## src/rtl/gray_threshold_stage.sv

```systemverilog
// gray_threshold_stage
//
// Purpose:
//   Converts 32-bit 0x00RRGGBB pixel beats into 8-bit luma
//   (Y = (77*R + 150*G + 29*B) >> 8) and emits 0x00YYYYYY beats. Optionally
//   binarises the luma against a threshold, with an optional inversion.
//   Threshold configuration is captured at the start of each packet and
//   applies to the whole packet. Beats per packet and completed packets are
//   counted, and a sticky flag reports packets whose length differs from
//   EXPECTED_LEN.
//
// Ports:
//   aclk, aresetn        clock, asynchronous active-low reset
//   s_valid/s_ready      input beat handshake
//   s_data/s_strb/s_last input pixel {8'h00,R,G,B}, byte strobes, end of packet
//   m_valid/m_ready      output beat handshake
//   m_data/m_strb/m_last output {8'h00,Y,Y,Y}, delayed strobes / last
//   cfg_thresh_en        enable binarisation
//   cfg_thresh           threshold (Y >= thresh -> 8'hFF)
//   cfg_invert           invert the binarised byte
//   pix_count            beat count of the last completed packet
//   frame_count          completed packets (wraps)
//   len_error            sticky length-mismatch flag (cleared by reset only)
//
// Optional feature (macro GRAY_STATS_EN):
//   luma_min / luma_max  min/max pre-threshold luma of the last completed
//                        output packet.

module gray_threshold_stage #(
    parameter int DATA_WIDTH   = 32,
    parameter int EXPECTED_LEN = 0,
    parameter int CNT_WIDTH    = 24
) (
    input  logic                    aclk,
    input  logic                    aresetn,
    input  logic                    s_valid,
    output logic                    s_ready,
    input  logic [DATA_WIDTH-1:0]   s_data,
    input  logic [DATA_WIDTH/8-1:0] s_strb,
    input  logic                    s_last,
    output logic                    m_valid,
    input  logic                    m_ready,
    output logic [DATA_WIDTH-1:0]   m_data,
    output logic [DATA_WIDTH/8-1:0] m_strb,
    output logic                    m_last,
    input  logic                    cfg_thresh_en,
    input  logic [7:0]              cfg_thresh,
    input  logic                    cfg_invert,
    output logic [CNT_WIDTH-1:0]    pix_count,
    output logic [CNT_WIDTH-1:0]    frame_count,
    output logic                    len_error
`ifdef GRAY_STATS_EN
    ,
    output logic [7:0]              luma_min,
    output logic [7:0]              luma_max
`endif
);

    // Pipeline control
    logic v1;
    logic adv1;
    logic adv2;
    logic s_fire;

    assign adv2    = !m_valid || m_ready;
    assign adv1    = !v1 || adv2;
    assign s_ready = adv1;
    assign s_fire  = s_valid && s_ready;

    // Per-packet configuration. The first beat of a packet uses the live
    // cfg inputs (they are being latched on that same edge); later beats
    // use the latched copy.
    logic       sof;
    logic       en_q;
    logic [7:0] thresh_q;
    logic       inv_q;
    logic       en_eff;
    logic [7:0] thresh_eff;
    logic       inv_eff;

    assign en_eff     = sof ? cfg_thresh_en : en_q;
    assign thresh_eff = sof ? cfg_thresh    : thresh_q;
    assign inv_eff    = sof ? cfg_invert    : inv_q;

    // Stage 1 weighted products
    logic [15:0] pr_next;
    logic [15:0] pg_next;
    logic [15:0] pb_next;

    assign pr_next = 16'(s_data[23:16]) * 16'd77;
    assign pg_next = 16'(s_data[15:8])  * 16'd150;
    assign pb_next = 16'(s_data[7:0])   * 16'd29;

    logic [15:0]             pr1;
    logic [15:0]             pg1;
    logic [15:0]             pb1;
    logic [DATA_WIDTH/8-1:0] strb1;
    logic                    last1;
    logic                    en1;
    logic [7:0]              thresh1;
    logic                    inv1;

    // Stage 2 combinational luma and output byte
    logic [16:0] sum;
    logic [7:0]  y;
    logic [7:0]  out_byte;

    assign sum = {1'b0, pr1} + {1'b0, pg1} + {1'b0, pb1};
    assign y   = sum[15:8];

    always_comb begin
        out_byte = y;
        if (en1) begin
            out_byte = ((y >= thresh1) ? 8'hFF : 8'h00) ^ {8{inv1}};
        end
    end

    // Bits that are intentionally dropped: the pad byte of the input pixel
    // and the fractional / carry bits of the weighted sum.
    logic unused_bits;
    assign unused_bits = ^{s_data[DATA_WIDTH-1:24], sum[16], sum[7:0]};

    // Stage 1 register: loads products, sideband and per-beat config on
    // each accepted input beat; the valid follows adv1 so a bubble clears.
    always_ff @(posedge aclk or negedge aresetn) begin
        if (!aresetn) begin
            v1      <= 1'b0;
            pr1     <= '0;
            pg1     <= '0;
            pb1     <= '0;
            strb1   <= '0;
            last1   <= 1'b0;
            en1     <= 1'b0;
            thresh1 <= '0;
            inv1    <= 1'b0;
        end else if (adv1) begin
            v1 <= s_valid;
            if (s_valid) begin
                pr1     <= pr_next;
                pg1     <= pg_next;
                pb1     <= pb_next;
                strb1   <= s_strb;
                last1   <= s_last;
                en1     <= en_eff;
                thresh1 <= thresh_eff;
                inv1    <= inv_eff;
            end
        end
    end

    // Stage 2 register: drives the output stream and holds it while stalled.
    logic [7:0] y2;

    always_ff @(posedge aclk or negedge aresetn) begin
        if (!aresetn) begin
            m_valid <= 1'b0;
            m_data  <= '0;
            m_strb  <= '0;
            m_last  <= 1'b0;
            y2      <= '0;
        end else if (adv2) begin
            m_valid <= v1;
            if (v1) begin
                m_data <= {{(DATA_WIDTH-24){1'b0}}, out_byte, out_byte, out_byte};
                m_strb <= strb1;
                m_last <= last1;
                y2     <= y;
            end
        end
    end

    // Start-of-frame tracking and configuration capture
    always_ff @(posedge aclk or negedge aresetn) begin
        if (!aresetn) begin
            sof      <= 1'b1;
            en_q     <= 1'b0;
            thresh_q <= '0;
            inv_q    <= 1'b0;
        end else if (s_fire) begin
            sof <= s_last;
            if (sof) begin
                en_q     <= cfg_thresh_en;
                thresh_q <= cfg_thresh;
                inv_q    <= cfg_invert;
            end
        end
    end

    // Packet length counters. run_inc is the saturating beat count including
    // the current beat, used both for the running count and for publishing.
    logic [CNT_WIDTH-1:0] run_cnt;
    logic [CNT_WIDTH-1:0] run_inc;

    assign run_inc = (run_cnt == {CNT_WIDTH{1'b1}}) ? run_cnt : run_cnt + 1'b1;

    always_ff @(posedge aclk or negedge aresetn) begin
        if (!aresetn) begin
            run_cnt     <= '0;
            pix_count   <= '0;
            frame_count <= '0;
            len_error   <= 1'b0;
        end else if (s_fire) begin
            if (s_last) begin
                run_cnt     <= '0;
                pix_count   <= run_inc;
                frame_count <= frame_count + 1'b1;
                if ((EXPECTED_LEN != 0) && (run_inc != CNT_WIDTH'(EXPECTED_LEN))) begin
                    len_error <= 1'b1;
                end
            end else begin
                run_cnt <= run_inc;
            end
        end
    end

`ifdef GRAY_STATS_EN
    // Running luma statistics over output beats, published at end of packet.
    logic [7:0] run_min;
    logic [7:0] run_max;
    logic [7:0] next_min;
    logic [7:0] next_max;
    logic       m_fire;

    assign m_fire   = m_valid && m_ready;
    assign next_min = (y2 < run_min) ? y2 : run_min;
    assign next_max = (y2 > run_max) ? y2 : run_max;

    always_ff @(posedge aclk or negedge aresetn) begin
        if (!aresetn) begin
            run_min  <= 8'hFF;
            run_max  <= 8'h00;
            luma_min <= 8'hFF;
            luma_max <= 8'h00;
        end else if (m_fire) begin
            if (m_last) begin
                luma_min <= next_min;
                luma_max <= next_max;
                run_min  <= 8'hFF;
                run_max  <= 8'h00;
            end else begin
                run_min <= next_min;
                run_max <= next_max;
            end
        end
    end
`endif

endmodule

```

## config.mk

```make
export PLATFORM = sky130hd
export DESIGN_NAME = gray_threshold_stage
export DESIGN_NICKNAME = d
export VERILOG_FILES = /design/src/rtl/gray_threshold_stage.sv
export SDC_FILE = /design/constraint.sdc
export NUM_CORES = 1
export LEC_CHECK = 0
export BUFFER_PORTS_ARGS = -buffer_cell sky130_fd_sc_hd__buf_4
export CAP_MARGIN = 10
export CORE_MARGIN = 4
export CORE_UTILIZATION = 55
export CTS_BUF_LIST = sky130_fd_sc_hd__clkbuf_16
export CTS_CLUSTER_DIAMETER = 50
export DETAILED_ROUTE_END_ITERATION = 16
export PLACE_DENSITY = 0.76
export SETUP_SLACK_MARGIN = 0.4
export SLEW_MARGIN = 0
export SYNTH_ARGS = -nofsm -noshare
export SYNTH_HDL_FRONTEND = slang
export SYNTH_SLANG_ARGS = --single-unit
```

## constraint.sdc

```tcl
create_clock -name aclk -period 7.1 [get_ports aclk]
set_clock_uncertainty 0.05 [all_clocks]
set_input_delay 0.71 -clock aclk [delete_from_list [all_inputs] [get_ports aclk]]
set_output_delay 0.71 -clock aclk [all_outputs]
set_load 0.1 [all_outputs]
```

==> flow_metrics.env, run 1 <==
export IMPL_grt_pass1_vias=7912
export IMPL_clk_pin_slew_ns=0.06
export IMPL_synth_edf_count=0
export IMPL_drv_slew=0
export IMPL_clock_sinks=146
export IMPL_fin_area_um2=12000
export IMPL_rows=50
export IMPL_r2r_end="m_data[21]"
export IMPL_reg2reg_from="pr1[3]"
export IMPL_hold_viol_final=0
export IMPL_vias=8066
export IMPL_place_area_um2=11400
export IMPL_cp_data_required_time_ns=7.40
export IMPL_seq_area_frac_synth_pct=34.6
export IMPL_crit_buf_inv=2
export IMPL_h_tree_depth=4
export IMPL_setup_tns_ns=0
export IMPL_drt_iter0_markers=437
export IMPL_utilization_pct=64.0
export IMPL_p_per_area_nw_per_um2=408
export IMPL_io_pins=139
export IMPL_cts_hold_buf=0
export IMPL_worst_slew_pin_slew_ns=0.873
export IMPL_maxCapViolations=0
export IMPL_drt_wl_total_um=22000
export IMPL_post_cts_setup_buffer_count=0
export IMPL_r2r_slack_ns=2.68
export IMPL_finalCriticalPeriod_ns=4.42
export IMPL_antenna_found_initial=0
export IMPL_cts_max_path_buffers=2
export IMPL_p_leak_nw=6.10
export IMPL_wl_met3_um=1180
export IMPL_slowest_stage="a221oi_2"
export IMPL_viasPerCell=5.57
export IMPL_post_cts_resized=0
export IMPL_wl_met1_um=9940
export IMPL_die_h_um=147
export IMPL_gp_congestion=0.867
export IMPL_crit_family="compound AO/OA/AOI/OAI gates"
export IMPL_drive_above_1_share_pct=15.7
export IMPL_grt_total_usage_pct=20.9
export IMPL_crit_path_end_kind="flop"
export IMPL_yosysUniqueCellTypes=71
export IMPL_p_total_mw=4.90
export IMPL_cp_start_kind="flop"
export IMPL_wl_per_cell_um=15.2
export IMPL_slew_headroom_pct=41.7
export IMPL_synth_seq_cells=146
export IMPL_dr_wl_met2_um=10500
export IMPL_fmax_mhz=226
export IMPL_grt_pass1_wl_um=37400
export IMPL_synth_async_reset_ratio_pct=100
export IMPL_critPathMaxStageDelay_ns=0.59
export IMPL_grt_max_degree=88
export IMPL_die_area_um2=21500
export IMPL_clk_latency_ns=0.42
export IMPL_cts_buffers=17
export IMPL_setup_viol=0
export IMPL_dr_pass1_iters=5
export IMPL_route_detailed_drc=0
export IMPL_synth_avg_cell_area_um2=9.46
export IMPL_overflow=0
export IMPL_worst_ir_drop_vdd_mv=0.227
export IMPL_cts_root_buf="clkbuf_16"
export IMPL_port_buffers=121
export IMPL_fin_crit_sh_pct=62.2
export IMPL_fin_nets=1415
export IMPL_design_core_area_um2=18800
export IMPL_crit_type="reg2reg"
export IMPL_cp_startpoint="pr1[3]"
export IMPL_synth_main_ff_cell="dfrtp_1"
export IMPL_crit_chain="inv_1 -> fa_1 -> inv_1 -> ha_1 -> o21ai_0 -> a221oi_2 -> o21a_1 -> a21boi_0 -> xor2_1 -> ha_1 -> nand2b_1 -> a2111oi_0 -> or4_1 -> a211o_1 -> a21oi_1 -> a221o_1"
export IMPL_drtAntennaViolNets=0
export IMPL_area_growth_pct=13.8
export IMPL_tritoncts="done"
export IMPL_rsz0062_at_grt="no"
export IMPL_r2r_cells=16
export IMPL_min_path_type="in2async"
export IMPL_status="completed"
export IMPL_synth_cells=1116
export IMPL_ys_warn_count=1
export IMPL_die_w_um=147
export IMPL_arrival_ns=4.72
export IMPL_start_util_pct=56.2
export IMPL_top_layer="met4"
export IMPL_n_antenna_cell=0
export IMPL_dpl_hpwl_um=16600
export IMPL_cp_max_fo=5
export IMPL_netlist_area_um2=10600
-- routing by layer --
metal,up-vias,GRT usage [%]
met5,-,0
met4,0,5.46
met3,27,3.66
met2,232,35.1
met1,3834,28.2
li1,3973,-
-- how the worst max path moves through the flow --
stage / endpoint / cells past startpoint
floorplan: m_data[15] / 16
global placement: m_data[22] / 16
detailed placement: m_data[18] / 16
CTS: m_data[21] / 16
global route: m_data[21] / 16
finish: m_data[21] / 16
-- synth_stat cells, drive strengths merged (6+ instances only) --
cell type    n  area share (%)
buf         41             2.8
inv        112             4.0
a21oi       30             1.5
nor3        15            0.96
o21ai       91             4.3
a31oi       22             1.4
mux2        11             1.2
nand4        9            0.53
a211oi       7            0.50
clkbuf      23            0.82
a21o        18             1.3
and2         8            0.47
nand2      165             5.9
fa          38             7.2
nand3       32             1.6
and4         8            0.74
xor2        28             2.3
o31ai       18             1.3
ha         123              15
xnor2       41             3.4
dfrtp      145              34
nor2        38             1.4
or3          6            0.36
o21a         9            0.64
and3        18             1.1
-- cell families (layout without fill, tap and decap cells) --
kind of cell	after synthesis	after routing	share of synthesized area (%)
and+or+nand+nor	320	320	14.5
xor gates and xnor gates	69	69	5.73
muxes	13	13	1.36
AOI/OAI and AO/OA	230	230	14.3
other	1	9	0.0355
buffers and inverters	176	267	7.56
adders and majority gates	161	161	21.8
DFF	146	146	34.6
-- registers in the layout, indices dropped and copies added (netlist names) --
name and cells:
thresh1 8, m_last 1, v1 1, pg1 15
inv1 1, pr1 15, m_strb 4, pb1 13
run_cnt 24, frame_count 24, last1 1, m_data 8
m_valid 1, strb1 4, en1 1, pix_count 24
sof 1
-- where the power goes --
group / switching [mW] / leakage (nW) / total, mW / internal, mW
Clock: 0.350 / 0.284 / 0.864 / 0.514
Combinational: 1.87 / 3.94 / 2.89 / 1.02
Sequential: 0.150 / 1.88 / 1.14 / 0.991
Total: 2.37 / 6.10 / 4.90 / 2.53
-- cells in the final DEF, fill, tap and decap left out, types with 11 or more instances in the layout --
cell type / synthesis / final
inv_1: 111 / 112
fa_1: 38 / 38
mux2_2: 11 / 11
ha_1: 123 / 123
clkbuf_16: 0 / 17
a21oi_1: 29 / 29
a21o_1: 18 / 18
xor2_1: 28 / 28
a31oi_1: 21 / 21
nand3_1: 30 / 29
nand2_1: 164 / 163
buf_4: 28 / 123
nor3_1: 11 / 11
nor2_1: 38 / 37
o31ai_1: 18 / 18
xnor2_1: 41 / 41
o21ai_0: 88 / 88
and3_1: 17 / 17
dfrtp_1: 145 / 145
-- per-stage QoR --
stage                     worst slack, ns  cells  hold slack [ns]
after floorplan                      3.23   1124            0.364
after global placement               2.81   1418            0.393
after detailed placement             2.71   1418            0.398
after CTS                            2.70   1449            0.340
after global routing                 2.41   1449            0.362
final                                2.68   1449            0.304
-- final cells by class --
cell class / instances / area [um2]
Fill cell: 1521 / 6760
Inverter: 112 / 420
Sequential cell: 146 / 3650
Clock buffer: 17 / 425
Multi-Input combinational cell: 802 / 6140
Timing Repair Buffer: 124 / 935
Clock inverter: 14 / 140
Tap cell: 234 / 293
No activity file was read; power rests on OpenSTA's default activity.
==> inputs of run 2 (changes only) <==
clock period = 4.33 ns   (was 7.1 ns; I/O delays follow)
==> flow_metrics.env, run 2 (synthesized netlist as in run 1, its figures left out) <==
export IMPL_clk_latency_ns=0.42
export IMPL_grt_max_degree=104
export IMPL_crit_buf_inv=3
export IMPL_viasPerCell=5.59
export IMPL_clock_sinks=146
export IMPL_place_area_um2=11500
export IMPL_min_path_type="in2async"
export IMPL_design_core_area_um2=18800
export IMPL_start_util_pct=56.2
export IMPL_cp_max_fo=5
export IMPL_grt_pass1_wl_um=37800
export IMPL_p_per_area_nw_per_um2=701
export IMPL_dr_pass1_iters=5
export IMPL_fmax_mhz=248
export IMPL_fin_nets=1422
export IMPL_cts_buffers=17
export IMPL_hold_viol_final=0
export IMPL_worst_ir_drop_vdd_mv=0.374
export IMPL_drv_slew=0
export IMPL_clk_pin_slew_ns=0.07
export IMPL_status="completed"
export IMPL_gp_congestion=0.854
export IMPL_n_antenna_cell=0
export IMPL_worst_slew_pin_slew_ns=0.910
export IMPL_dpl_hpwl_um=16800
export IMPL_finalCriticalPeriod_ns=4.03
export IMPL_crit_family="simple AND/OR/NAND/NOR gates"
export IMPL_r2r_cells=16
export IMPL_setup_viol=0
export IMPL_crit_path_end_kind="flop"
export IMPL_grt_total_usage_pct=21.1
export IMPL_area_growth_pct=15.3
export IMPL_cts_max_path_buffers=2
export IMPL_cp_start_kind="flop"
export IMPL_die_area_um2=21500
export IMPL_rows=50
export IMPL_slew_headroom_pct=39.3
export IMPL_slowest_stage="fa_1"
export IMPL_cp_data_required_time_ns=4.62
export IMPL_io_pins=139
export IMPL_top_regs="frame_count x24, pix_count x24, run_cnt x24"
export IMPL_layout_common_cells="nand2_1, dfrtp_1, buf_4"
export IMPL_arrival_ns=4.33
export IMPL_p_leak_nw=6.14
export IMPL_critical_path_depth=16
export IMPL_fin_area_um2=12200
export IMPL_overflow=0
export IMPL_setup_tns_ns=0
export IMPL_die_h_um=147
export IMPL_final_common_cell="nand2_1"
export IMPL_vias=8147
export IMPL_fin_crit_sh_pct=93.1
export IMPL_drt_wl_total_um=22300
export IMPL_die_w_um=147
export IMPL_maxCapViolations=0
export IMPL_drtAntennaViolNets=0
export IMPL_crit_type="reg2reg"
export IMPL_n_fill_cell=1533
export IMPL_crit_chain="inv_1 -> fa_1 -> inv_1 -> ha_1 -> o21ai_2 -> a221oi_2 -> buf_4 -> a21oi_4 -> and3_1 -> nor3_2 -> ha_1 -> nand2_1 -> or4_4 -> a211o_1 -> and3_4 -> o221ai_2"
export IMPL_port_buffers=121
export IMPL_tritoncts="done"
export IMPL_rsz0062_at_grt="yes"
export IMPL_drive_above_1_share_pct=17.7
export IMPL_h_tree_depth=4
export IMPL_grt_pass1_vias=7927
export IMPL_cts_root_buf="clkbuf_16"
export IMPL_route_detailed_drc=0
export IMPL_antenna_found_initial=0
export IMPL_critPathMaxStageDelay_ns=0.53
export IMPL_drt_iter0_markers=481
export IMPL_wl_per_cell_um=15.3
[run 2: cell types whose count changed in the layout (fill, tap and decap cells not counted), sizes merged]
cell      change
clkinv        -3
inv           +4
bufinv        -1
clkinvlp      +1
buf           +7
[run 2: path summary, 6_finish.rpt]
kind | end | from | slack, ns
max | m_data[20] | pr1[3] | 0.30
min | pix_count[22] | aresetn | 0.04
max reg2reg | m_data[20] | pr1[3] | 0.30
min reg2reg | sof | sof | 0.41
max in group asynchronous | run_cnt[14] | aresetn | 3.27
min in group aclk | strb1[0] | s_strb[0] | 0.17
[run 2: final cells by class]
| type | count | area, um2 | share of cell area (%) |
|---|---|---|---|
| Sequential cell | 146 | 3650 | 30.0 |
| Tap cell | 234 | 293 | 2.41 |
| Timing Repair Buffer | 131 | 987 | 8.11 |
| Clock inverter | 15 | 149 | 1.22 |
| Clock buffer | 17 | 425 | 3.50 |
| Multi-Input combinational cell | 802 | 6240 | 51.3 |
| Inverter | 112 | 420 | 3.45 |
[run 2: report_power, final]
part           switching, mW  total (mW)  internal [mW]  leakage (nW)
sequential             0.243        1.87           1.62          1.88
combinational           3.28        5.23           1.95          3.99
clock                  0.625        1.43          0.808         0.278
[run 2: metal layers]
layer | up-vias | wire [um] | GRT usage, %
li1 | 4006 | - | -
met1 | 3923 | 10300 | 28.7
met2 | 188 | 10500 | 34.9
met3 | 30 | 1020 | 3.79
met4 | 0 | 383 | 5.74
met5 | - | 0 | 0
[run 2: timing repair]
action                                  4_1_cts  5_1_grt
gates resized for setup                      13       12
endpoints found under the setup margin        8        8
pin swaps                                    13        6
hold buffers                                  0        0
setup buffers                                 1        2
[run 2: stage by stage]
stage | util, % | power (mW) | hold slack (ns) | cells | setup slack, ns
finish | 64.9 | 8.53 | 0.0369 | 1457 | 0.298
floorplan | - | 5.68 | 0.0874 | 1124 | 0.464
CTS | 64.4 | 8.28 | 0.0996 | 1455 | 0.229
detailed placement | 61.2 | 6.67 | 0.400 | 1422 | 0.0703
global placement | 61.2 | 6.55 | 0.395 | 1422 | 0.103
global route | 64.9 | 9.15 | 0.114 | 1457 | 0.115
==> inputs of run 3 (changes only) <==
CORE_UTILIZATION = 33   (was 55)
PLACE_DENSITY = 0.5   (was 0.76)
==> flow_metrics.env, run 3 (synthesized netlist as in run 1, its figures left out) <==
export IMPL_h_tree_depth=4
export IMPL_vias=7983
export IMPL_r2r_cells=17
export IMPL_cp_start_kind="flop"
export IMPL_r2r_slack_ns=0.26
export IMPL_cp_data_required_time_ns=4.62
export IMPL_drive_above_1_share_pct=17.7
export IMPL_fin_area_um2=12400
export IMPL_drtAntennaViolNets=0
export IMPL_crit_chain="inv_2 -> fa_1 -> inv_1 -> ha_1 -> nand4_1 -> a221oi_2 -> buf_4 -> o211a_1 -> and3b_2 -> xnor2_2 -> ha_1 -> o21a_1 -> nor2_2 -> or4_4 -> a211o_1 -> and3_4 -> o221ai_2"
export IMPL_grt_max_degree=91
export IMPL_dr_wl_met2_um=10600
export IMPL_wl_met1_um=11700
export IMPL_port_buffers=121
export IMPL_clock_sinks=146
export IMPL_fin_crit_sh_pct=94.0
export IMPL_p_leak_nw=6.17
export IMPL_route_detailed_drc=0
export IMPL_fin_nets=1422
export IMPL_die_area_um2=34900
export IMPL_dr_pass1_iters=4
export IMPL_die_h_um=187
export IMPL_fmax_mhz=246
export IMPL_antenna_found_initial=0
export IMPL_start_util_pct=33.4
export IMPL_fin_ws_ns=0.258
export IMPL_clk_latency_ns=0.43
export IMPL_place_area_um2=11700
export IMPL_top_regs="frame_count x24, pix_count x24, run_cnt x24"
export IMPL_utilization_pct=39.4
export IMPL_crit_family="adder cells"
export IMPL_min_path_type="in2async"
export IMPL_design_core_area_um2=31600
export IMPL_maxCapViolations=0
export IMPL_tritoncts="done"
export IMPL_rsz0062_at_grt="yes"
export IMPL_r2r_end="m_data[20]"
export IMPL_viasPerCell=4.91
export IMPL_crit_type="reg2reg"
export IMPL_slowest_stage="fa_1"
export IMPL_pre_cts_ws_ns=0.0151
export IMPL_drt_wl_total_um=23500
export IMPL_wl_met3_um=807
export IMPL_worst_ir_drop_vdd_mv=0.548
export IMPL_hold_viol_final=0
export IMPL_worst_slew_pin_slew_ns=0.900
export IMPL_n_antenna_cell=0
export IMPL_die_w_um=187
export IMPL_area_growth_pct=18.0
export IMPL_cts_max_path_buffers=2
export IMPL_io_pins=139
export IMPL_crit_buf_inv=3
export IMPL_p_per_area_nw_per_um2=697
export IMPL_finalCriticalPeriod_ns=4.07
export IMPL_layout_common_cells="nand2_1, dfrtp_1, buf_4"
export IMPL_finalNonFillerCells=1625
export IMPL_cp_common_cell="ha_1"
export IMPL_crit_path_end_kind="flop"
export IMPL_dpl_hpwl_um=18100
export IMPL_grt_pass1_vias=7989
export IMPL_rows=65
export IMPL_wl_per_cell_um=14.5
export IMPL_setup_viol=0
export IMPL_grt_pass1_wl_um=40500
export IMPL_cts_buffers=17
export IMPL_cp_max_fo=5
export IMPL_grt_total_usage_pct=13.9
export IMPL_arrival_ns=4.36
export IMPL_setup_tns_ns=0
export IMPL_hold_slack_ns=0.0243
export IMPL_dp_cells=1590
export IMPL_slew_headroom_pct=39.9
export IMPL_gp_congestion=0.797
export IMPL_status="completed"
export IMPL_drv_slew=0
export IMPL_drt_iter0_markers=274
export IMPL_critPathMaxStageDelay_ns=0.52
export IMPL_cts_root_buf="clkbuf_16"
export IMPL_top_layer="met4"
export IMPL_reg2reg_from="pr1[2]"
export IMPL_p_total_mw=8.67
export IMPL_clk_pin_slew_ns=0.06
export IMPL_overflow=0
export IMPL_final_common_cell="nand2_1"
==> run 3: worst max-delay path by stage <==
stage,start,endpoint,slack [ns],depth (start not counted)
finish,pr1[2],m_data[20],0.26,17
global placement,pr1[3],m_data[18],0.05,17
detailed placement,pr1[3],m_data[22],0.02,17
global route,pr1[8],m_data[20],0.08,14
floorplan,pr1[3],m_data[15],0.46,16
CTS,pr1[2],m_data[20],0.25,17
==> run 3: layout make-up <==
type / count / area, um2
multi-input cells: 802 / 6240
fillers: 3227 / 19100
clock buffers: 17 / 425
flip-flops and latches: 146 / 3650
inverters: 112 / 420
clock inverters: 15 / 214
repair buffers: 131 / 987
well taps: 402 / 503
==> run 3: layer usage <==
layer	vias up	GRT usage (%)
met5	-	0
met4	0	3.87
met3	26	2.76
met2	132	22.0
met1	3848	19.5
li1	3977	-
==> run 3: repair_timing <==
action	CTS	global route
setup endpoints to repair	8	8
pin swaps	7	6
gates resized for setup	17	10
hold buffers	0	0
setup buffers	0	3
==> run 3: where the power goes <==
part / internal, mW / leakage (nW) / total (mW) / switching, mW
combinational: 1.95 / 3.99 / 5.19 / 3.24
sequential: 1.62 / 1.88 / 1.87 / 0.250
clock: 1.02 / 0.304 / 1.60 / 0.586
total: 4.60 / 6.17 / 8.67 / 4.07
